$ cat src/rtl/intercal_alu_io.sv
// Byte-serial command/result shell around the 32-bit INTERCAL ALU: opcode, operand a, optional operand b in; 4 result bytes out LSB first.
// One frame in flight; din_ready falls for CAPTURE/SEND, and dout holds while dout_ready is low.
module intercal_alu_io #(
   parameter logic [15:0] B_MASK         = 16'h0F02,
   parameter bit          CLEAR_ON_START = 1'b1
) (
   input  logic        clk,
   input  logic        rst,
   input  logic [7:0]  din,
   input  logic        din_valid,
   output logic        din_ready,
   output logic [7:0]  dout,
   output logic        dout_valid,
   input  logic        dout_ready,
   output logic [3:0]  alu_s,
   output logic [31:0] alu_a,
   output logic [31:0] alu_b,
   input  logic [31:0] alu_f,
   output logic        busy
);

   typedef enum logic [2:0] {IDLE, LOAD_A, LOAD_B, CAPTURE, SEND} state_t;

   state_t      state_q, state_d;
   logic [1:0]  cnt_q, cnt_d;
   logic [3:0]  s_q, s_d;
   logic [31:0] a_q, a_d;
   logic [31:0] b_q, b_d;
   logic [31:0] res_q, res_d;
   logic        acc, ret;

   assign acc = din_valid & din_ready;
   assign ret = dout_valid & dout_ready;

   always_ff @(posedge clk or posedge rst) begin
      if (rst) state_q <= IDLE;
      else     state_q <= state_d;
   end

   always_comb begin
      state_d = state_q;
      case (state_q)
         IDLE:    if (acc) state_d = LOAD_A;
         LOAD_A:  if (acc && cnt_q == 2'd3) state_d = B_MASK[s_q] ? LOAD_B : CAPTURE;
         LOAD_B:  if (acc && cnt_q == 2'd3) state_d = CAPTURE;
         CAPTURE: state_d = SEND;
         SEND:    if (ret && cnt_q == 2'd3) state_d = IDLE;
         default: state_d = IDLE;
      endcase
   end

   always_comb begin
      din_ready  = (state_q == IDLE) || (state_q == LOAD_A) || (state_q == LOAD_B);
      dout_valid = (state_q == SEND);
      busy       = (state_q != IDLE);
      dout       = dout_valid ? res_q[{cnt_q, 3'b000} +: 8] : 8'h00;
   end

   // Operand registers drive the ALU directly, so they stay put from CAPTURE until the next opcode.
   always_comb begin
      cnt_d = cnt_q;
      s_d   = s_q;
      a_d   = a_q;
      b_d   = b_q;
      res_d = res_q;
      case (state_q)
         IDLE: if (acc) begin
            s_d   = din[3:0];
            cnt_d = 2'd0;
            if (CLEAR_ON_START) begin
               a_d = 32'h0;
               b_d = 32'h0;
            end
         end
         LOAD_A: if (acc) begin
            a_d[{cnt_q, 3'b000} +: 8] = din;
            cnt_d = cnt_q + 2'd1;
         end
         LOAD_B: if (acc) begin
            b_d[{cnt_q, 3'b000} +: 8] = din;
            cnt_d = cnt_q + 2'd1;
         end
         CAPTURE: begin
            res_d = alu_f;
            cnt_d = 2'd0;
         end
         SEND: if (ret) cnt_d = cnt_q + 2'd1;
         default: cnt_d = 2'd0;
      endcase
   end

   always_ff @(posedge clk or posedge rst) begin
      if (rst) begin
         cnt_q <= 2'd0;
         s_q   <= 4'h0;
         a_q   <= 32'h0;
         b_q   <= 32'h0;
         res_q <= 32'h0;
      end else begin
         cnt_q <= cnt_d;
         s_q   <= s_d;
         a_q   <= a_d;
         b_q   <= b_d;
         res_q <= res_d;
      end
   end

   assign alu_s = s_q;
   assign alu_a = a_q;
   assign alu_b = b_q;

endmodule

$ cat config.mk
export PLATFORM = sky130hd
export DESIGN_NAME = intercal_alu_io
export DESIGN_NICKNAME = d
export VERILOG_FILES = /design/src/rtl/intercal_alu_io.sv
export SDC_FILE = /design/constraint.sdc
export NUM_CORES = 1
export LEC_CHECK = 0
export BUFFER_PORTS_ARGS = -buffer_cell sky130_fd_sc_hd__buf_2
export CAP_MARGIN = 20
export CORE_MARGIN = 1.5
export CORE_UTILIZATION = 56
export DETAILED_ROUTE_END_ITERATION = 10
export PLACE_DENSITY = 0.86
export SLEW_MARGIN = 20
export SYNTH_ARGS = -nofsm -noshare
export SYNTH_HDL_FRONTEND = slang
export SYNTH_SLANG_ARGS = --single-unit
$ cat constraint.sdc
create_clock -name clk -period 4.5 [get_ports clk]
set_input_delay 0.45 -clock clk [delete_from_list [all_inputs] [get_ports clk]]
set_output_delay 0.45 -clock clk [all_outputs]
set_load 0.03 [all_outputs]
==> run metrics, run 1 <==
final number of max-transition violations 0; worst stage delay on the critical path 0.95 ns; initial core utilization 0.577; Worst EP arrival 3.08 ns; count leader, synth dfrtp_1; count of different cell masters after synthesis 39; net switching power 1230 µW; number of flip-flops and latches in the synthesized netlist 105; sinks on the clock net 105; unrepaired setup endpoints after global routing no; post-layout min period 2.78 ns; Clock Path Buffers 2; combinational power share 0.367; number of global-route vias before repair 3136; fraction of final layout cells sized beyond drive strength 1 0.406; hold_ws 0.216 ns; Clock power frac 0.184; horizontal die dimension 92.2 µm; global-route total usage across every layer 0.255; NumNets Final 509; final std cell area, no fill 5320 µm²; H-tree levels 3; via count 3338; Switching Share 0.379; register area share after synthesis 0.589; top cell family by delay on the critical path simple AND/OR/NAND/NOR gates; number of max-cap violations 0; hold violation total from the final report 0; clock tree from TritonCTS done; Critical Path Source Type flip-flop; DRC violation total after the first TritonRoute iteration 220; Int Power 2020 µW; first-pass GRT wire length 16.5 mm; post-CTS setup-driven buffer insertion count 0; CTS root buf clkbuf_8; post-detailed-route DRC marker count 0; clock latency on the worst-skew pair 0.36 ns; area of the placeable core 7730 µm²; cell chain of the critical path inv_1, ha_1, or3b_2, nor3_2, a22o_1; Net Count, Synth 395; final weighted congestion of routability-driven global placement 0.813; nature of the critical path endpoint flip-flop; worst-path fanout max 19; remaining global-route overflow 0; transition time at the pin with the least slew margin 0.902 ns; height of the chip 92.2 µm; share of Yosys cell area claimed by the top area cell type 0.589; drt wl/cell 18.3 µm; highest attainable clock frequency 0.360 GHz; number of rows in the core area 32; netlist area before placement 4460 µm²; CP bufs+invs 1; post-detailed-placement cell area 5120 µm²; number of antenna-violating nets in the routed design 0; ys async rst share 1.00; Detailed Place HPWL 7.20 mm; Leak 0.00271 µW; IO Port Bufs 122; data required time at the worst endpoint 4.80 ns; worst slew margin relative to its limit 0.399; cell types with the largest area share after synthesis dfrtp_1 (59%), mux2_2 (9.1%), a22o_1 (8.1%), o21ai_0 (4.9%), mux4_2 (4.0%); cell with the largest stage delay on the worst path dfrtp_1; aggregate negative setup slack 0 ns; most area-hungry cell type in the Yosys netlist dfrtp_1; non-filler cells, final 568; post-CTS clock slew at the launch and capture registers of the worst setup and hold paths 0.09 ns; maximum clock skew at final layout 0.00865 ns; initial antenna violation count 0; area overhead of the layout relative to synthesis 19.3%; slack of the critical path 1.72 ns; via-per-instance ratio 5.88; Commonest cells post-synth dfrtp_1 (105), o21ai_0 (44), a22o_1 (41); number of cells produced by synthesis 347; count of pins on the block boundary 123; status finished, final reports clean; share of the clock period used by the worst path after layout 0.618; Num CTS Buffers 9; first-pass iteration count of the detailed router 7; Synth Area per Inst 12.8 µm²; Total Die Area 8510 µm²; setup violators final 0; Critical Setup Path Class flip-flop to flip-flop; Diodes inserted 0; most frequently used flop master after synthesis dfrtp_1; total instance count after detailed placement 552; Min-Delay Path Class input pin to async pin; dpl ws 1.71 ns; worst vdd ir 0.465 mV; hold bufs inserted after CTS 0; power density cells 612 nW/µm²; post-cts repair resize count 0; sequential share of power 0.449; Synthesis Warnings 0; number of enable-type register cells in the synthesized netlist 0; routed wire length 10.4 mm; largest net degree at the start of global routing 67
-- state kept, by name, summed over array words and instances, names as in the netlist --
signal	cells
res_q	32
cnt_q	2
state_q	3
alu_a	32
alu_b	32
alu_s	4
-- metal layers --
metal	share of wire	vias up	global-route usage	wire [µm]
li1	-	1517	-	-
met3	0.063	15	0.0597	658
met5	0	-	0	0
met1	0.43	1664	0.363	4500
met2	0.49	142	0.393	5130
met4	0.012	0	0.0744	127
-- per-stage QoR --
| step | utilization | total power (µW) |
|---|---|---|
| floorplan | - | 2340 |
| global placement | 0.662 | 2600 |
| detailed placement | 0.662 | 2660 |
| CTS | 0.688 | 3260 |
| global route | 0.688 | 3430 |
| finish | 0.688 | 3250 |
-- logic make-up after synthesis --
family,synth area share
multiplexers,0.134
adder cells (fa/ha/maj),0.0112
flip-flops,0.589
AND/OR/NAND/NOR,0.0763
XOR/XNOR,0.00393
buffers and inverters,0.0295
AO/OA/AOI/OAI,0.156
-- cell usage in the layout, fill, tap and decap left out, types with 2 or more instances in the layout --
cell        count
nor2b_1         3
nor2_1          9
buf_2         122
or3_1           2
nand3_1         2
a22o_1         41
mux4_2          8
a21oi_1         2
inv_6           2
o21ai_1        12
nand2_1        12
buf_4           2
o21ai_0        44
ha_1            4
nor4_2          2
and3_1         13
mux2_2         36
inv_1           8
dfrtp_1       105
clkbuf_8       10
nand2b_1        3
clkinvlp_4      2
nand4bb_1       2
-- worst paths after layout --
check	slack [ns]	startpoint	cells after the start	endpoint
worst max-delay path	1.72	cnt_q[0]	5	alu_b[3]
worst min-delay path	0.22	rst	2	alu_b[2]
worst max register to register	1.72	cnt_q[0]	5	alu_b[3]
worst min register to register	0.51	alu_b[2]	1	alu_b[2]
max in group asynchronous	3.25	rst	3	res_q[2]
min in group clk	0.31	alu_f[26]	2	res_q[26]
-- power by group through the flow --
| stage | combinational (µW) | sequential, µW | clock (µW) |
|---|---|---|---|
| 6_report | 1190 | 1460 | 598 |
| 5_1_grt | 1280 | 1500 | 647 |
| 4_1_cts | 1200 | 1460 | 604 |
| 3_5_place_dp | 1190 | 1470 | 0 |
| 3_3_place_gp | 1150 | 1450 | 0 |
| 2_1_floorplan | 788 | 1550 | 0 |
-- cell type report --
class,instances,area (µm²)
Fill cell,568,2410
Clock inverter,5,62.6
Timing Repair Buffer,124,626
Inverter,9,36.3
Sequential cell,105,2630
Tap cell,102,128
Clock buffer,11,141
Multi-Input combinational cell,212,1700
(Power assumes the default switching activity.)
==> run 2, diff against run 1 <==
--- a/config.mk
+++ b/config.mk
@@ -8,9 +8,9 @@
 export BUFFER_PORTS_ARGS = -buffer_cell sky130_fd_sc_hd__buf_2
 export CAP_MARGIN = 20
 export CORE_MARGIN = 1.5
-export CORE_UTILIZATION = 56
+export CORE_UTILIZATION = 47
 export DETAILED_ROUTE_END_ITERATION = 10
-export PLACE_DENSITY = 0.86
+export PLACE_DENSITY = 0.77
 export SLEW_MARGIN = 20
 export SYNTH_ARGS = -nofsm -noshare
 export SYNTH_HDL_FRONTEND = slang
==> constraint.sdc (replaced) <==
create_clock -name clk -period 2.5 [get_ports clk]
set_input_delay 0.25 -clock clk [delete_from_list [all_inputs] [get_ports clk]]
set_output_delay 0.25 -clock clk [all_outputs]
set_load 0.03 [all_outputs]
==> run metrics, run 2 (synthesis results as in run 1) <==
transition time at the pin with the least slew margin 0.852 ns; DRC violation total after the first TritonRoute iteration 142; fraction of final layout cells sized beyond drive strength 1 0.418; final weighted congestion of routability-driven global placement 0.817; aggregate negative setup slack 0 ns; final number of max-transition violations 0; Critical Path Source Type flip-flop; global-route total usage across every layer 0.218; unrepaired setup endpoints after global routing no; cell with the largest stage delay on the worst path nor2_1; via count 3302; height of the chip 100 µm; post-CTS clock slew at the launch and capture registers of the worst setup and hold paths 0.10 ns; post-detailed-placement cell area 5190 µm²; worst vdd ir 0.767 mV; Clock Path Buffers 2; most common cell after layout, fill and taps aside buf_2; Min-Delay Path Class input pin to async pin; Worst EP arrival 2.09 ns; cell chain of the critical path buf_4, nor2_1, nand2_1, inv_1, buf_2; share of the clock period used by the worst path after layout 0.936; drt wl/cell 17.9 µm; NumNets Final 517; power density cells 1090 nW/µm²; first-pass GRT wire length 17.0 mm; horizontal die dimension 100 µm; total area of sequential cells 2630 µm²; post-cts repair resize count 0; clock tree from TritonCTS done; status finished, final reports clean; number of max-cap violations 0; H-tree levels 3; initial core utilization 0.485; final std cell area, no fill 5390 µm²; clock latency on the worst-skew pair 0.36 ns; post-CTS setup-driven buffer insertion count 0; nature of the critical path endpoint primary output; post-detailed-route DRC marker count 0; IO Port Bufs 122; count of pins on the block boundary 123; filler cell count in the final layout 757; non-filler cells, final 585; Critical Setup Path Class flip-flop to primary output; largest net degree at the start of global routing 70; worst stage delay on the critical path 0.58 ns; sinks on the clock net 105; Diodes inserted 0; Layout Utilization 0.586; initial antenna violation count 0; maximum clock skew at final layout 0.0139 ns; number of rows in the core area 35; Total Die Area 10100 µm²; Leak 0.00275 µW; worst slew margin relative to its limit 0.432; area overhead of the layout relative to synthesis 20.8%; area of combinational cells with multiple inputs 1700 µm²; total instance count after detailed placement 569; remaining global-route overflow 0; number of antenna-violating nets in the routed design 0; routed wire length 10.5 mm; number of global-route vias before repair 3324; hold violation total from the final report 0; worst-path fanout max 11; Detailed Place HPWL 7.48 mm; setup violators final 0; first-pass iteration count of the detailed router 4; data required time at the worst endpoint 2.25 ns; via-per-instance ratio 5.64; post-layout min period 2.34 ns; Num CTS Buffers 9; top library cells by usage in the layout, fill and taps aside buf_2 (122), dfrtp_1 (105), o21ai_0 (44); CTS root buf clkbuf_8; area of the placeable core 9200 µm²; hold bufs inserted after CTS 0; highest attainable clock frequency 0.427 GHz
## run 2: cell types whose count changed in the layout (fill, tap and decap cells not counted), sizes merged
| cell | delta |
|---|---|
| buf | +8 |
| clkinvlp | -1 |
| bufinv | -1 |
| clkinv | +3 |
| inv | -1 |
## run 2: per-stage QoR
step	hold slack, ns	total power [µW]	setup WS [ns]
detailed placement	0.417	4870	0.499
finish	0.0213	5850	0.159
floorplan	0.367	4220	0.173
global route	0.0493	6210	0.0457
CTS	0.0148	5880	0.121
global placement	0.413	4780	0.567
## run 2: layout make-up
class / count / share of cell area
clock inverters: 5 / 0.00859
inverters: 9 / 0.00697
repair buffers: 132 / 0.127
well taps: 111 / 0.0258
multi-input cells: 212 / 0.315
clock buffers: 11 / 0.0281
flip-flops and latches: 105 / 0.488
## run 2: final timing paths
check,from,to,slack (ns),cells past startpoint
worst max register to register,cnt_q[1],alu_b[0],0.48,5
worst min-delay path,rst,res_q[18],0.02,3
worst min register to register,alu_b[1],alu_b[1],0.50,1
min in group clk,alu_f[21],res_q[21],0.11,2
max in group asynchronous,rst,alu_b[18],1.76,3
worst max-delay path,state_q[0],dout_valid,0.16,5
## run 2: critical path, delay by kind of cell (launching register included)
family	cells	cell delay, ns
simple gates	2	0.79
buf+inv	3	0.48
flops	1	0.47
## run 2: where the power goes
part / internal (µW) / switching [µW] / leakage [µW]
Clock: 433 / 587 / 0.000102
Sequential: 2190 / 284 / 0.00137
Combinational: 1000 / 1350 / 0.00127
## run 2: layer usage
| layer | global-route usage | part of all wire |
|---|---|---|
| met5 | 0 | 0 |
| met4 | 0.0726 | 0.017 |
| met1 | 0.304 | 0.45 |
| met2 | 0.336 | 0.47 |
| met3 | 0.0564 | 0.064 |
==> run 3, diff against run 2 <==
==> constraint.sdc (replaced) <==
create_clock -name clk -period 2.5 [get_ports clk]
set_input_delay 0.5 -clock clk [delete_from_list [all_inputs] [get_ports clk]]
set_output_delay 0.5 -clock clk [all_outputs]
set_load 0.03 [all_outputs]
==> run metrics, run 3 (synthesis results as in run 1) <==
H-tree levels 3; clock latency on the worst-skew pair 0.38 ns; transition time at the pin with the least slew margin 0.618 ns; Final Total Pwr 5850 µW; global routing met3 resource utilization 0.0585; worst-path fanout max 18; hold bufs inserted after CTS 0; Total Die Area 10100 µm²; post-CTS setup-driven buffer insertion count 0; number of max-cap violations 0; DRC violation total after the first TritonRoute iteration 173; via-per-instance ratio 5.74; number of global-route vias before repair 3437; global-route total usage across every layer 0.225; nature of the critical path endpoint primary output; Min-Delay Path Class input pin to async pin; drt wl/cell 18.2 µm; Critical Path Source Type flip-flop; via count 3355; height of the chip 100 µm; maximum clock skew at final layout 0.0124 ns; horizontal die dimension 100 µm; sinks on the clock net 105; post-CTS clock slew at the launch and capture registers of the worst setup and hold paths 0.10 ns; area overhead of the layout relative to synthesis 21.0%; largest net degree at the start of global routing 106; initial antenna violation count 0; final weighted congestion of routability-driven global placement 0.791; most common cell after layout, fill and taps aside buf_2; hold_ws 0.264 ns; CTS root buf clkbuf_8; highest attainable clock frequency 0.421 GHz; count of pins on the block boundary 123; number of rows in the core area 35; Critical Setup Path Class flip-flop to primary output; Detailed Place HPWL 7.56 mm; first-pass iteration count of the detailed router 4; gr busiest metal met2; initial core utilization 0.485; post-detailed-route DRC marker count 0; data required time at the worst endpoint 2.00 ns; fraction of final layout cells sized beyond drive strength 1 0.418; Leak 0.00275 µW; Num CTS Buffers 9; final number of max-transition violations 0; top library cells by usage in the layout, fill and taps aside buf_2 (122), dfrtp_1 (105), o21ai_0 (44); clock tree from TritonCTS done; area of the placeable core 9200 µm²; remaining global-route overflow 0; share of the clock period used by the worst path after layout 0.949; status finished, final reports clean; Layout Utilization 0.586; GR Layer Usage met2 0.349; number of antenna-violating nets in the routed design 0; power density cells 1090 nW/µm²; IO Port Bufs 122; setup violators final 0; unrepaired setup endpoints after global routing no; first-pass GRT wire length 17.5 mm; aggregate negative setup slack 0 ns; hold violation total from the final report 0; Clock Path Buffers 2; Worst EP arrival 1.87 ns; routed wire length 10.7 mm; post-layout min period 2.37 ns; worst vdd ir 0.675 mV; worst slew margin relative to its limit 0.585; global routing met1 resource utilization 0.309; Diodes inserted 0; NumNets Final 517
==> run 3: timing repair <==
action | in CTS | in global routing
endpoints found under the setup margin | 0 | 5
resized for setup | 0 | 1
endpoints found under the hold margin | 0 | 0
==> run 3: worst max-delay path, stage by stage, from the launching register on <==
cell	delay (ns)
dfrtp_1	0.38
buf_6	0.23
mux4_2	0.52
and3_1	0.20
buf_2	0.18
==> run 3: area by class of cell <==
| class | count | area (µm²) |
|---|---|---|
| Clock inverter | 6 | 50.0 |
| Sequential cell | 105 | 2630 |
| Clock buffer | 10 | 138 |
| Timing Repair Buffer | 132 | 702 |
| Multi-Input combinational cell | 212 | 1700 |
| Inverter | 9 | 37.5 |
| Fill cell | 784 | 3800 |
| Tap cell | 111 | 139 |
==> run 3: metal layers <==
layer  wire length, µm  vias to the layer above
met2              5090                      130
met1              4610                     1676
met3               737                       19
li1                  -                     1530
met5                 0                        -
met4               219                        0
==> run 3: power breakdown <==
part	leakage [µW]	switching, µW	internal, µW	total, µW
clock	0.0000948	608	402	1010
sequential	0.00137	292	2190	2480
combinational	0.00128	1350	1010	2360
total	0.00275	2250	3600	5850
==> run 3: worst paths after layout <==
path	from	endpoint	slack [ns]	cells after the start
min	rst	alu_a[16]	0.26	3
min in group clk	alu_f[29]	res_q[29]	0.35	2
max	cnt_q[0]	dout[4]	0.13	4
min reg2reg	alu_b[1]	alu_b[1]	0.50	1
max in group asynchronous	rst	res_q[0]	1.83	3
max reg2reg	state_q[0]	alu_b[0]	0.36	4
==> run 3: metrics by stage <==
stage               cells  setup slack [ns]  cell area (µm²)
CTS                   585            0.0470             5390
finish                585             0.127             5390
global route          585            0.0429             5390
global placement      569             0.417             5200
floorplan             347             0.173             4460
detailed placement    569             0.332             5200
